### src/rtl/qnigma_chacha20_pkg.sv
// Shared constants and loader state encoding for the qnigma ChaCha20 datapath.
package qnigma_chacha20_pkg;

    localparam int unsigned DATA_WIDTH = 8;
    localparam int unsigned KEY_BYTES  = 32;
    localparam int unsigned NON_BYTES  = 12;
    localparam int unsigned INI_BYTES  = 4;
    localparam int unsigned CNT_WIDTH  = $clog2(KEY_BYTES);
    localparam int unsigned FRM_CNT_WIDTH = 32;
    localparam int unsigned ERR_CNT_WIDTH = 16;

    typedef enum logic [2:0] {
        ST_IDLE,
        ST_KEY,
        ST_NON,
        ST_CNT,
        ST_PAY,
        ST_DONE
    } loader_state_e;

endpackage

### src/rtl/qnigma_chacha20_loader.sv
// Header parser in front of the ChaCha20 core: latches key/nonce/counter and forwards the payload.
// Optional frame/error statistics ports are built when QNIGMA_CHACHA20_LOADER_STAT_EN is defined.
module qnigma_chacha20_loader
    import qnigma_chacha20_pkg::*;
#(
    parameter int unsigned LEN_WIDTH = 16
) (
    input  logic                      clk,
    input  logic                      rst,
    input  logic [DATA_WIDTH-1:0]     dat_i,
    input  logic                      val_i,
    input  logic                      sof_i,
    input  logic                      eof_i,
    output logic                      cts_o,
    output logic [8*KEY_BYTES-1:0]    key,
    output logic [8*NON_BYTES-1:0]    non,
    output logic [8*INI_BYTES-1:0]    ini,
    output logic                      core_rst,
    output logic [DATA_WIDTH-1:0]     dat_o,
    output logic                      val_o,
    output logic                      sof_o,
    output logic                      eof_o,
    input  logic                      cts_i,
    output logic [LEN_WIDTH-1:0]      len,
    output logic                      err,
    output logic                      don
`ifdef QNIGMA_CHACHA20_LOADER_STAT_EN
    ,
    output logic [FRM_CNT_WIDTH-1:0]  frm_cnt,
    output logic [ERR_CNT_WIDTH-1:0]  err_cnt
`endif
);

    loader_state_e                state, state_d;
    logic [CNT_WIDTH-1:0]         cnt, cnt_d;
    logic                         first, first_d;
    logic [8*KEY_BYTES-1:0]       key_d;
    logic [8*NON_BYTES-1:0]       non_d;
    logic [8*INI_BYTES-1:0]       ini_d;
    logic [LEN_WIDTH-1:0]         len_d;
    logic                         core_rst_d;
    logic                         err_d;
    logic                         don_d;
    logic [DATA_WIDTH-1:0]        dat_o_d;
    logic                         val_o_d;
    logic                         sof_o_d;
    logic                         eof_o_d;
    logic                         acc;

    // Only the payload phase is throttled by the core; header bytes are always taken.
    assign cts_o = (state == ST_PAY) ? cts_i : 1'b1;
    assign acc   = val_i & cts_o;

    always_ff @(posedge clk or negedge rst) begin
        if (!rst) begin
            state    <= ST_IDLE;
            cnt      <= '0;
            first    <= 1'b0;
            key      <= '0;
            non      <= '0;
            ini      <= '0;
            len      <= '0;
            core_rst <= 1'b1;
            err      <= 1'b0;
            don      <= 1'b0;
            dat_o    <= '0;
            val_o    <= 1'b0;
            sof_o    <= 1'b0;
            eof_o    <= 1'b0;
        end else begin
            state    <= state_d;
            cnt      <= cnt_d;
            first    <= first_d;
            key      <= key_d;
            non      <= non_d;
            ini      <= ini_d;
            len      <= len_d;
            core_rst <= core_rst_d;
            err      <= err_d;
            don      <= don_d;
            dat_o    <= dat_o_d;
            val_o    <= val_o_d;
            sof_o    <= sof_o_d;
            eof_o    <= eof_o_d;
        end
    end

    always_comb begin
        state_d    = state;
        cnt_d      = cnt;
        first_d    = first;
        key_d      = key;
        non_d      = non;
        ini_d      = ini;
        len_d      = len;
        core_rst_d = core_rst;
        err_d      = 1'b0;
        don_d      = 1'b0;
        dat_o_d    = dat_o;
        val_o_d    = val_o;
        sof_o_d    = sof_o;
        eof_o_d    = eof_o;

        // Output beat is consumed whenever the core is ready; otherwise it is held.
        if (cts_i) begin
            val_o_d = 1'b0;
            sof_o_d = 1'b0;
            eof_o_d = 1'b0;
        end

        unique case (state)
            // DONE behaves like IDLE for input so a frame may start right after the last one.
            ST_IDLE, ST_DONE: begin
                core_rst_d = 1'b1;
                don_d      = (state == ST_DONE);
                state_d    = ST_IDLE;
                if (acc && eof_i) begin
                    err_d = 1'b1;
                    len_d = '0;
                end else if (acc && sof_i) begin
                    key_d[DATA_WIDTH-1:0] = dat_i;
                    cnt_d   = CNT_WIDTH'(1);
                    len_d   = '0;
                    state_d = ST_KEY;
                end
            end

            ST_KEY, ST_NON, ST_CNT: begin
                core_rst_d = 1'b1;
                if (acc) begin
                    if (eof_i) begin
                        err_d   = 1'b1;
                        len_d   = '0;
                        cnt_d   = '0;
                        state_d = ST_IDLE;
                    end else if (sof_i) begin
                        key_d[DATA_WIDTH-1:0] = dat_i;
                        cnt_d   = CNT_WIDTH'(1);
                        state_d = ST_KEY;
                    end else if (state == ST_KEY) begin
                        key_d[{cnt, 3'b000} +: DATA_WIDTH] = dat_i;
                        if (cnt == CNT_WIDTH'(KEY_BYTES - 1)) begin
                            cnt_d   = '0;
                            state_d = ST_NON;
                        end else begin
                            cnt_d = cnt + CNT_WIDTH'(1);
                        end
                    end else if (state == ST_NON) begin
                        non_d[{cnt[3:0], 3'b000} +: DATA_WIDTH] = dat_i;
                        if (cnt == CNT_WIDTH'(NON_BYTES - 1)) begin
                            cnt_d   = '0;
                            state_d = ST_CNT;
                        end else begin
                            cnt_d = cnt + CNT_WIDTH'(1);
                        end
                    end else begin
                        ini_d[{cnt[1:0], 3'b000} +: DATA_WIDTH] = dat_i;
                        if (cnt == CNT_WIDTH'(INI_BYTES - 1)) begin
                            cnt_d      = '0;
                            first_d    = 1'b1;
                            core_rst_d = 1'b0;
                            state_d    = ST_PAY;
                        end else begin
                            cnt_d = cnt + CNT_WIDTH'(1);
                        end
                    end
                end
            end

            // acc implies cts_i here, so the output register is free to load.
            ST_PAY: begin
                core_rst_d = 1'b0;
                if (acc) begin
                    dat_o_d = dat_i;
                    val_o_d = 1'b1;
                    sof_o_d = first;
                    eof_o_d = eof_i;
                    first_d = 1'b0;
                    if (len != {LEN_WIDTH{1'b1}}) begin
                        len_d = len + LEN_WIDTH'(1);
                    end
                    if (eof_i) begin
                        state_d = ST_DONE;
                    end
                end
            end

            default: begin
                state_d = ST_IDLE;
            end
        endcase
    end

`ifdef QNIGMA_CHACHA20_LOADER_STAT_EN
    // Free-running wrap-around counters of completed frames and header errors.
    always_ff @(posedge clk or negedge rst) begin
        if (!rst) begin
            frm_cnt <= '0;
            err_cnt <= '0;
        end else begin
            if (don_d) begin
                frm_cnt <= frm_cnt + FRM_CNT_WIDTH'(1);
            end
            if (err_d) begin
                err_cnt <= err_cnt + ERR_CNT_WIDTH'(1);
            end
        end
    end
`endif

endmodule

### config.mk
export PLATFORM = sky130hd
export DESIGN_NAME = qnigma_chacha20_loader
export DESIGN_NICKNAME = d
export VERILOG_FILES = /design/src/rtl/qnigma_chacha20_pkg.sv /design/src/rtl/qnigma_chacha20_loader.sv
export SDC_FILE = /design/constraint.sdc
export NUM_CORES = 1
export LEC_CHECK = 0
export CORE_UTILIZATION = 50
export CTS_CLUSTER_SIZE = 40
export DETAILED_ROUTE_END_ITERATION = 8
export GPL_ROUTABILITY_DRIVEN = 0
export PLACE_DENSITY = 0.78
export SLEW_MARGIN = 20
export SYNTH_ARGS = -nofsm -noshare
export SYNTH_HDL_FRONTEND = slang
export SYNTH_SLANG_ARGS = --single-unit
### constraint.sdc
create_clock -name clk -period 5.7 [get_ports clk]
set_clock_uncertainty 0.1 [all_clocks]
set_input_delay 0.57 -clock clk [delete_from_list [all_inputs] [get_ports clk]]
set_output_delay 0.57 -clock clk [all_outputs]
set_load 0.02 [all_outputs]
==> results.py, run 1 <==
metrics = {
    "setup_path": {
        "worstPathRequired_ns": 6.02,
        "arrival_ns": 4.48,
        "cpMostUsedCell": "nand2b_1",
        "worst_path_max_delay_cell": "a32oi_2",
        "cp_max_fo": 28,
        "cp_top_family": "compound AO/OA/AOI/OAI gates",
        "endpoint_kind": "flip-flop",
        "start_kind": "flip-flop",
        "worst-path-buf-inv": 1,
        "slowest_delay_ns": 0.92,
        "crit_type": "flip-flop to flip-flop",
        "path_cells": "inv_1 > ha_1 > nand2b_1 > o21ai_0 > a32oi_2 > nand2b_1 > mux2_2",
    },
    "die": {
        "io_pins": 429,
        "core_mm2": 0.0345,
        "die_h_um": 189,
        "initial_utilization_pct": 50.8,
        "rows": 68,
        "dieArea_mm2": 0.0359,
        "die_w_um": 189,
    },
    "synthesis": {
        "yosysMostFrequentCell": "dfrtp_1",
        "netlist_area_mm2": 0.0176,
        "synth-seq-area-share_pct": 60.3,
        "syn-num-nets": 1492,
        "synthCells": 1472,
        "ys_types": 75,
        "ys_seq_elements": 423,
        "ys_warn_count": 0,
        "yosysTopAreaCell": "dfrtp_1",
        "synthArstFlopShare_pct": 100,
        "synthTopCellsByCount": "422 x dfrtp_1, 242 x o21ai_0, 215 x mux2_2",
        "synthTopCellsByArea": "dfrtp_1 60%, mux2_2 14%, o21ai_0 6.9%, nand2_1 3.4%, clkbuf_1 1.6%",
        "synthFlopType": "dfrtp_1",
        "synth.avg_cell_area_um2": 11.9,
        "synth_enable_flop_cells": 0,
        "synth_largest_type_area_fraction_pct": 60.1,
    },
    "global_route": {
        "grt_max_degree": 152,
        "antenna_found_initial": 0,
        "grt_overflow": 0,
        "grt_pass1_wl_um": 82900,
        "grt_util_all_layers_pct": 30.3,
        "grt_pass1_vias": 13500,
    },
    "finish": {
        "nNetsFinal": 1877,
        "area_growth_pct": 34.5,
        "nFillCells": 2613,
        "diodes": 0,
        "layout-drive-gt1-share_pct": 18.4,
        "finalInstanceArea_mm2": 0.0236,
    },
    "placed_design": {
        "port_buffers": 428,
        "place_ws_ns": 1.68,
        "hpwl_um": 37900,
        "place_area_mm2": 0.0221,
    },
    "power": {
        "power.total_uw": 7450,
        "leakage_uw": 0.0105,
        "ir_drop_mv": 0.211,
        "power.density_mw_per_mm2": 315,
    },
    "route": {
        "vias_per_cell": 5.86,
        "drtIter0Drc": 1131,
        "vias": 13700,
        "wl_per_cell_um": 23.2,
        "drt-total-wl_um": 54400,
        "ant_nets": 0,
        "drt_first_pass_iters": 5,
        "drc": 0,
    },
    "timing": {
        "worst_slack_ns": 1.55,
        "period_needed_ns": 4.15,
        "rsz0062_at_grt": "false",
        "tns_ns": 0,
        "tightest_slew_ns": 1.10,
        "slew_violations": 0,
        "post-route-period-util_pct": 72.9,
        "finalSetupViolations": 0,
        "slew_headroom_pct": 26.4,
        "hold_viol": 0,
        "fmax_mhz": 241,
    },
    "clock_network": {
        "post_cts.repair.setup_buffers": 0,
        "clkTransAtPathRegs_ns": 0.06,
        "cts_buffers": 43,
        "clock_latency_ns": 0.54,
        "clock-sinks": 423,
        "cts_tree": "built",
        "cts_max_level": 2,
        "cts.path.max_buffers": 3,
        "cts_root_buffer": "clkbuf_16",
    },
    "worst_hold_path": {
        "hold_path_class": "flip-flop to flip-flop",
    },
    "flow_run": {
        "maxCapViolations": 0,
    },
    "status": {
        "outcome": "complete, no violations",
    },
}
## cell families after synthesis
kind of cell    synth area share (%)
xor+xnor                      0.0998
compound gates                  12.5
simple gates                    9.94
buf+inv                         2.78
fa+ha+maj                      0.427
mux                             14.0
flops                           60.3
## layout make-up
class | count | area, µm² | share of cell area [%]
Clock buffer | 62 | 1270 | 5.38
Clock inverter | 15 | 183 | 0.773
Inverter | 13 | 48.8 | 0.207
Multi-Input combinational cell | 931 | 6520 | 27.6
Sequential cell | 423 | 10600 | 44.8
Tap cell | 455 | 569 | 2.41
Timing Repair Buffer | 445 | 4440 | 18.8
## timing repair
item | CTS | global route
gates resized for setup | 0 | 0
hold buffers | 1 | 0
endpoints found under the hold margin | 53 | 0
## flip-flops by register name (all words and copies together) (netlist names)
name / flops
key: 256
len: 16
val_o: 1
sof_o: 1
eof_o: 1
err: 1
ini: 32
non: 96
state: 3
don: 1
core_rst: 1
dat_o: 8
cnt: 5
first: 1
## per-layer routing
layer	up-vias	part of all wire (%)	track usage, %
met5	-	0	0
met2	704	48	48.8
met3	125	9.1	6.93
met1	6885	39	39.4
li1	6012	-	-
met4	0	4.5	12.9
## report_power, final
part	leakage [µW]	internal (µW)	total (µW)	switching [µW]
Combinational	0.00388	369	1400	1030
Sequential	0.00588	3070	3150	80.5
Clock	0.000711	1730	2900	1170
## stage by stage
| stage | hold slack, ns | utilization (%) | cells |
|---|---|---|---|
| floorplan | 0.174 | - | 1472 |
| global placement | 0.360 | 64.1 | 2266 |
| detailed placement | 0.369 | 64.1 | 2266 |
| CTS | 0.383 | 68.3 | 2344 |
| global route | 0.400 | 68.4 | 2344 |
| finish | 0.379 | 68.4 | 2344 |
## final timing paths
| kind | startpoint | endpoint | slack [ns] | cells after the start |
|---|---|---|---|---|
| min in group asynchronous | rst | non[86] | 0.45 | 2 |
| setup / recovery | cnt[0] | key[135] | 1.55 | 7 |
| setup reg to reg | cnt[0] | key[135] | 1.55 | 7 |
| hold reg to reg | non[46] | non[46] | 0.38 | 2 |
| max in group asynchronous | rst | non[2] | 3.82 | 3 |
| hold / removal | non[46] | non[46] | 0.38 | 2 |
## layout by cell type, fill, tap and decap left out, drive strengths merged, types with 16 or more instances in the layout
cell             n
o41ai           18
nor2            40
nor3            17
dfrtp          422
and3            16
buf             17
nand3           18
clkbuf          62
mux2           215
o21ai          243
o31ai           33
nand2          161
clkdlybuf4s50  427
## worst min-delay path, delay by kind of cell, from the launching register on
family | cells | cell delay, ns
compound gates | 1 | 0.06
flops | 1 | 0.34
simple gates | 1 | 0.05
Power figures use the tool's default switching activity.
==> run 2: changes to the inputs <==
--- a/config.mk
+++ b/config.mk
@@ -5,11 +5,11 @@
 export SDC_FILE = /design/constraint.sdc
 export NUM_CORES = 1
 export LEC_CHECK = 0
-export CORE_UTILIZATION = 50
+export CORE_UTILIZATION = 45
 export CTS_CLUSTER_SIZE = 40
 export DETAILED_ROUTE_END_ITERATION = 8
 export GPL_ROUTABILITY_DRIVEN = 0
-export PLACE_DENSITY = 0.78
+export PLACE_DENSITY = 0.74
 export SLEW_MARGIN = 20
 export SYNTH_ARGS = -nofsm -noshare
 export SYNTH_HDL_FRONTEND = slang
==> constraint.sdc (replaced) <==
create_clock -name clk -period 3.4 [get_ports clk]
set_clock_uncertainty 0.1 [all_clocks]
set_input_delay 0.34 -clock clk [delete_from_list [all_inputs] [get_ports clk]]
set_output_delay 0.34 -clock clk [all_outputs]
set_load 0.02 [all_outputs]
==> results.py, run 2 (same netlist as run 1, synthesis figures left out) <==
metrics = {
    "route": {
        "ant_nets": 0,
        "drc": 0,
        "drt_first_pass_iters": 5,
        "drt-total-wl_um": 56800,
        "vias_per_cell": 5.69,
        "vias": 13900,
        "wl_per_cell_um": 23.3,
        "drtIter0Drc": 1129,
    },
    "power": {
        "power.density_mw_per_mm2": 536,
        "ir_drop_mv": 0.372,
        "leakage_uw": 0.0107,
        "power.total_uw": 12900,
    },
    "setup_path": {
        "worst_path_max_delay_cell": "o22ai_1",
        "cp_top_family": "compound AO/OA/AOI/OAI gates",
        "cp_max_fo": 12,
        "worstPathRequired_ns": 3.74,
        "slowest_delay_ns": 0.66,
        "path_cells": "inv_1 > ha_1 > nor2_1 > a21boi_0 > o22ai_1 > nand2_1 > mux2_2",
        "start_kind": "flip-flop",
        "worst-path-buf-inv": 1,
        "arrival_ns": 3.54,
        "endpoint_kind": "flip-flop",
        "crit_type": "flip-flop to flip-flop",
    },
    "placed_design": {
        "port_buffers": 428,
        "hpwl_um": 40900,
    },
    "finish": {
        "top_regs": "key x256, non x96, ini x32",
        "regMostFlops": "key",
        "finish.utilization_pct": 63.4,
        "nNetsFinal": 1917,
        "diodes": 0,
        "largest_reg_flops": 256,
        "area_growth_pct": 37.3,
        "layout_commonest_cell": "clkdlybuf4s50_1",
        "final_cell_mix": "427 x clkdlybuf4s50_1, 422 x dfrtp_1, 242 x o21ai_0",
        "layout-drive-gt1-share_pct": 20.3,
    },
    "clock_network": {
        "clock_latency_ns": 0.56,
        "cts.path.max_buffers": 3,
        "cts_root_buffer": "clkbuf_16",
        "clkTransAtPathRegs_ns": 0.06,
        "clock-sinks": 423,
        "cts_max_level": 2,
        "cts_buffers": 44,
        "cts_tree": "built",
    },
    "die": {
        "dieArea_mm2": 0.0398,
        "die_w_um": 200,
        "die_h_um": 200,
        "rows": 71,
        "initial_utilization_pct": 46.2,
        "io_pins": 429,
        "core_mm2": 0.0380,
    },
    "global_route": {
        "grt_pass1_vias": 13800,
        "grt_overflow": 0,
        "grt_util_all_layers_pct": 28.3,
        "grt_max_degree": 94,
        "grt_pass1_wl_um": 84300,
        "antenna_found_initial": 1,
    },
    "timing": {
        "rsz0062_at_grt": "false",
        "fmax_mhz": 312,
        "tns_ns": 0,
        "finalSetupViolations": 0,
        "slew_headroom_pct": 43.5,
        "period_needed_ns": 3.21,
        "hold_viol": 0,
        "slew_violations": 0,
        "tightest_slew_ns": 0.839,
        "post-route-period-util_pct": 94.3,
    },
    "flow_run": {
        "maxCapViolations": 0,
    },
    "status": {
        "outcome": "complete, no violations",
    },
    "worst_hold_path": {
        "hold_path_class": "primary input to async pin",
    },
}
-- run 2: timing repair --
item | 4_1_cts | 5_1_grt
gates resized for setup | 0 | 1
hold buffers | 1 | 0
endpoints found under the hold margin | 75 | 0
setup buffers | 0 | 1
endpoints found under the setup margin | 0 | 24
-- run 2: worst paths after layout --
kind / from / to / slack, ns / cells past startpoint
max in group asynchronous: rst / key[112] / 1.93 / 3
setup reg to reg: cnt[0] / key[31] / 0.19 / 7
min in group clk: ini[16] / ini[16] / 0.38 / 2
hold / removal: rst / non[82] / 0.27 / 2
hold reg to reg: ini[16] / ini[16] / 0.38 / 2
setup / recovery: cnt[0] / key[31] / 0.19 / 7
-- run 2: final cells by class --
| class | count | area (µm²) |
|---|---|---|
| flip-flops and latches | 423 | 10600 |
| well taps | 511 | 639 |
| clock inverters | 13 | 220 |
| clock buffers | 66 | 1350 |
| inverters | 13 | 48.8 |
| repair buffers | 484 | 4760 |
| fillers | 3014 | 13900 |
| multi-input cells | 931 | 6500 |
-- run 2: power breakdown --
group	internal [µW]	switching, µW	total, µW	leakage [µW]
Sequential	5150	107	5260	0.00588
Clock	3180	1970	5150	0.000768
Combinational	708	1810	2510	0.00408
Total	9040	3880	12900	0.0107
-- run 2: stage by stage --
step | cells | worst slack (ns) | instance area, µm² | hold WS (ns)
final | 2441 | 0.195 | 24100 | 0.266
after global routing | 2441 | 0.122 | 24100 | 0.332
after CTS | 2440 | 0.121 | 24100 | 0.302
after detailed placement | 2360 | 0.132 | 22500 | 0.306
after global placement | 2360 | 0.326 | 22500 | 0.299
after floorplan | 1472 | 0.683 | 17600 | -0.0556
-- run 2: metal layers --
layer	up-vias	share of wire, %	GRT usage (%)
met4	2	3.3	11.4
li1	6079	-	-
met3	105	8.5	6.60
met2	644	48	46.6
met1	7056	40	35.9
met5	-	0.018	0
